[config.mk]
export PLATFORM = sky130hd
export DESIGN_NAME = reg_file
export DESIGN_NICKNAME = d
export VERILOG_FILES = /design/src/rtl/reg_file.sv
export SDC_FILE = /design/constraint.sdc
export NUM_CORES = 2
export LEC_CHECK = 0
export CAP_MARGIN = 20
export CORE_UTILIZATION = 35
export CTS_CLUSTER_SIZE = 40
export DETAILED_ROUTE_END_ITERATION = 10
export GPL_TIMING_DRIVEN = 0
export PLACE_DENSITY_LB_ADDON = 0.08
export SYNTH_ARGS = -nofsm -noshare
export SYNTH_HDL_FRONTEND = slang
export SYNTH_SLANG_ARGS = --single-unit
[constraint.sdc]
create_clock -name clk -period 8 [get_ports clk]
set_clock_uncertainty 0.2 [all_clocks]
set_input_delay 1.6 -clock clk [delete_from_list [all_inputs] [get_ports clk]]
set_output_delay 1.6 -clock clk [all_outputs]
set_load 0.01 [all_outputs]
[src/rtl/reg_file.sv]
// Architectural register file: 32 x DATA_WIDTH, two async reads, one sync write.
// r0 reads zero; r29 (sp) resets to SP_INIT.
module reg_file #(
  parameter int unsigned DATA_WIDTH = 32,
  parameter logic [DATA_WIDTH-1:0] SP_INIT = 32'h0000_03FC
) (
  input  logic                  clk,
  input  logic                  rst,
  input  logic [4:0]            read_reg1,
  input  logic [4:0]            read_reg2,
  input  logic [4:0]            write_reg,
  input  logic [DATA_WIDTH-1:0] write_data,
  input  logic                  reg_write,
  output logic [DATA_WIDTH-1:0] read_data1,
  output logic [DATA_WIDTH-1:0] read_data2
);

  localparam logic [4:0] SP = 5'd29;

  logic [DATA_WIDTH-1:0] regs [32];

  always_ff @(posedge clk) begin
    if (!rst) begin
      for (int i = 0; i < 32; i++) begin
        regs[i] <= (5'(i) == SP) ? SP_INIT : '0;
      end
    end else if (reg_write && write_reg != 5'd0) begin
      regs[write_reg] <= write_data;
    end
  end

  // no forwarding: reads see pre-edge state
  assign read_data1 = (read_reg1 == 5'd0) ? '0 : regs[read_reg1];
  assign read_data2 = (read_reg2 == 5'd0) ? '0 : regs[read_reg2];

endmodule

==> flow_summary.toml <==
[outcome]
status = "finished with violations"
violations = "negative setup slack"

[worst_setup_path]
crit_type = "input pin to primary output"
required_ns = 6.20
end_kind = "primary output"
worstSetupStartpointType = "input pin"
crit_start = "read_reg2[1]"
crit_path_max_fanout = 10
worstPathArrival_ns = 6.41

[floorplanning]
die_area_um2 = 157000
num_rows = 144
die_h_um = 396
top_level_ports = 114
die_w_um = 396
start_util_pct = 35.2
design.core.area_um2 = 154000

[timing]
maxSlewViolCount = 0
tightest_slew_ns = 1.30
setup_viol_count_final = 6
fmax_mhz = 122
finalWorstSetupSlack_ns = -0.213
fin_crit_ns = 8.21
rsz0062_at_grt = "false"
fin_crit_sh_pct = 103
hold_viol = 0
max_slew_margin_pct = 13.6

[run]
cap_violations = 0

[synth]
synth_cell_type_count = 43
synth.largest_area_cell = "edfxtp_1"
synthCells = 3510
ys_seq_area_share_pct = 56.7
synth_area_um2 = 54200
synth_top_area_share_pct = 56.7
yosys_most_used_dff = "edfxtp_1"
yosys_register_bits = 1024
synth_area_leaders = "edfxtp_1 (57%), mux4_2 (19%), and2_1 (11%)"
synth-edff-count = 1024
synth-async-reset-ratio_pct = 0
synth.yosys.warnings = 0
synth_area_per_cell_um2 = 15.5

[clock_tree]
clk_pin_slew_ns = 0.06
clockBufferDepth = 3
numCtsBuffers = 117
postCtsHoldBufs = 0
cts_root_buffer = "clkbuf_16"
htree_levels = 3
tritoncts = "yes"
clock-sinks = 1024

[routing]
wl_um = 242000
vias_per_cell = 6.04
drc_errors = 0
routed-via-count = 36200
routedWlPerCell_um = 40.4
drtAntennaViolNets = 0
drt-pass1-iter-count = 6
first_iter_violations = 4920

[grt]
track_usage_pct = 30.6
first_global_vias = 35200
grt_pass1_wl_um = 320000
grt_max_degree = 19
grt-ovfl-total = 0
antenna_found_initial = 8

[min_path]
whs_endpoint = "regs[14][6]"
whs_path_depth = 2
hp-start = "rst"
hold_path.class = "input pin to flop"

[finish]
multi_input_area_um2 = 22100
syn2layout_area_growth_pct = 17.2
seqCellArea_um2 = 30700
largest_register_ffs = 1024
top_register = "regs"
fillCellCount = 14100
drive_above_1_share_pct = 22.5
largestRegisters = "regs (1024)"
final_nets = 3900

[power_and_ir_drop]
power_uw = 13600
cellLeakagePower_uw = 0.0215
vdd_drop_max_mv = 0.180
power.density_nw_per_um2 = 214

[place]
pre_cts_ws_ns = -0.570
dp_hpwl_um = 173000
port_buffers = 107
gp_congestion = 0.907
stage by stage:
stage | TNS [ns] | std cells | hold slack, ns | util, % | instance area (um^2)
floorplan | 0 | 3541 | 1.58 | - | 54400
global placement | -1648.94 | 5692 | 2.19 | 37.6 | 58000
detailed placement | -2.80 | 5767 | 1.95 | 38.8 | 59800
CTS | 0 | 5981 | 1.16 | 41.2 | 63500
global route | 0 | 5985 | 1.20 | 41.3 | 63600
finish | -0.450 | 5993 | 1.22 | 41.3 | 63600
timing repair:
item,CTS,global route
endpoints found under the setup margin,13,4
pin swaps,1,0
resized for setup,3,5
buffers inserted,4,0
worst max-delay path, cell delays in order:
cell             delay [ns]
clkdlybuf4s50_1        0.87
buf_2                  0.59
buf_4                  0.49
buf_2                  0.66
mux2i_1                0.30
o211a_1                0.31
nor4_1                 0.82
clkdlybuf4s50_1        0.73
synth_stat cells, drive strengths merged, types with 4 or more instances:
library cell,instances
a2111oi,29
a211oi,34
a21oi,10
a22o,51
a22oi,18
a32o,4
and2,988
buf,111
clkbuf,278
edfxtp,1024
mux2,30
mux2i,154
mux4,470
nand2,9
nand2b,6
nand3,5
nand3b,5
nor2,36
nor2b,15
nor3,54
nor4,8
o21ai,33
o221ai,27
o22ai,79
or3,11
logic make-up (layout without fill, tap and decap cells):
logic type | after synthesis | in the layout | share of synthesized area [%]
other | 1 | 40 | 0.00691
flip-flops | 1024 | 1024 | 56.7
AND/OR/NAND/NOR | 1149 | 1149 | 13.0
multiplexers | 654 | 654 | 23.0
AO/OA/AOI/OAI | 291 | 291 | 3.97
buffers and inverters | 391 | 791 | 3.39
final cells by class:
cell class	count	share of cell area [%]
Antenna cell	8	0.0315
Tap cell	2044	4.02
Clock inverter	60	0.821
Sequential cell	1024	48.4
Inverter	2	0.0118
Buffer	389	2.90
Timing Repair Buffer	190	4.16
Multi-Input combinational cell	2126	34.8
Clock buffer	150	4.87
cells in the final DEF (no fill, tap or decap), drive strengths merged, types with 6 or more instances in the layout:
| cell | n |
|---|---|
| buf | 192 |
| diode | 8 |
| a21oi | 10 |
| mux2 | 30 |
| nand2b | 6 |
| o21ai | 33 |
| bufinv | 10 |
| nor2 | 36 |
| a2111oi | 29 |
| a22o | 51 |
| mux4 | 470 |
| o221ai | 27 |
| clkinv | 47 |
| nor3 | 54 |
| a211oi | 34 |
| and2 | 988 |
| edfxtp | 1024 |
| o22ai | 79 |
| mux2i | 154 |
| nand2 | 9 |
| clkdlybuf4s50 | 107 |
| clkbuf | 430 |
| nor4 | 8 |
| a22oi | 18 |
| conb | 32 |
| nor2b | 15 |
| or3 | 11 |
per-layer routing:
layer / track usage (%) / share of wire (%)
met1: 42.5 / 42
met2: 46.7 / 45
met3: 6.32 / 8.9
met4: 12.3 / 4.7
met5: 0 / 0.0054
power by group:
part / switching [uW] / leakage [uW] / internal, uW
clock: 2310 / 0.00176 / 3020
sequential: 160 / 0.00975 / 6200
combinational: 1170 / 0.00997 / 782
total: 3640 / 0.0215 / 10000
worst max-delay path by stage:
stage,endpoint,depth (start not counted)
CTS,read_data1[25],9
finish,read_data2[21],8
floorplan,regs[24][0],5
global placement,regs[31][25],4
detailed placement,read_data2[13],8
global route,read_data2[21],8
(Power assumes the default switching activity.)
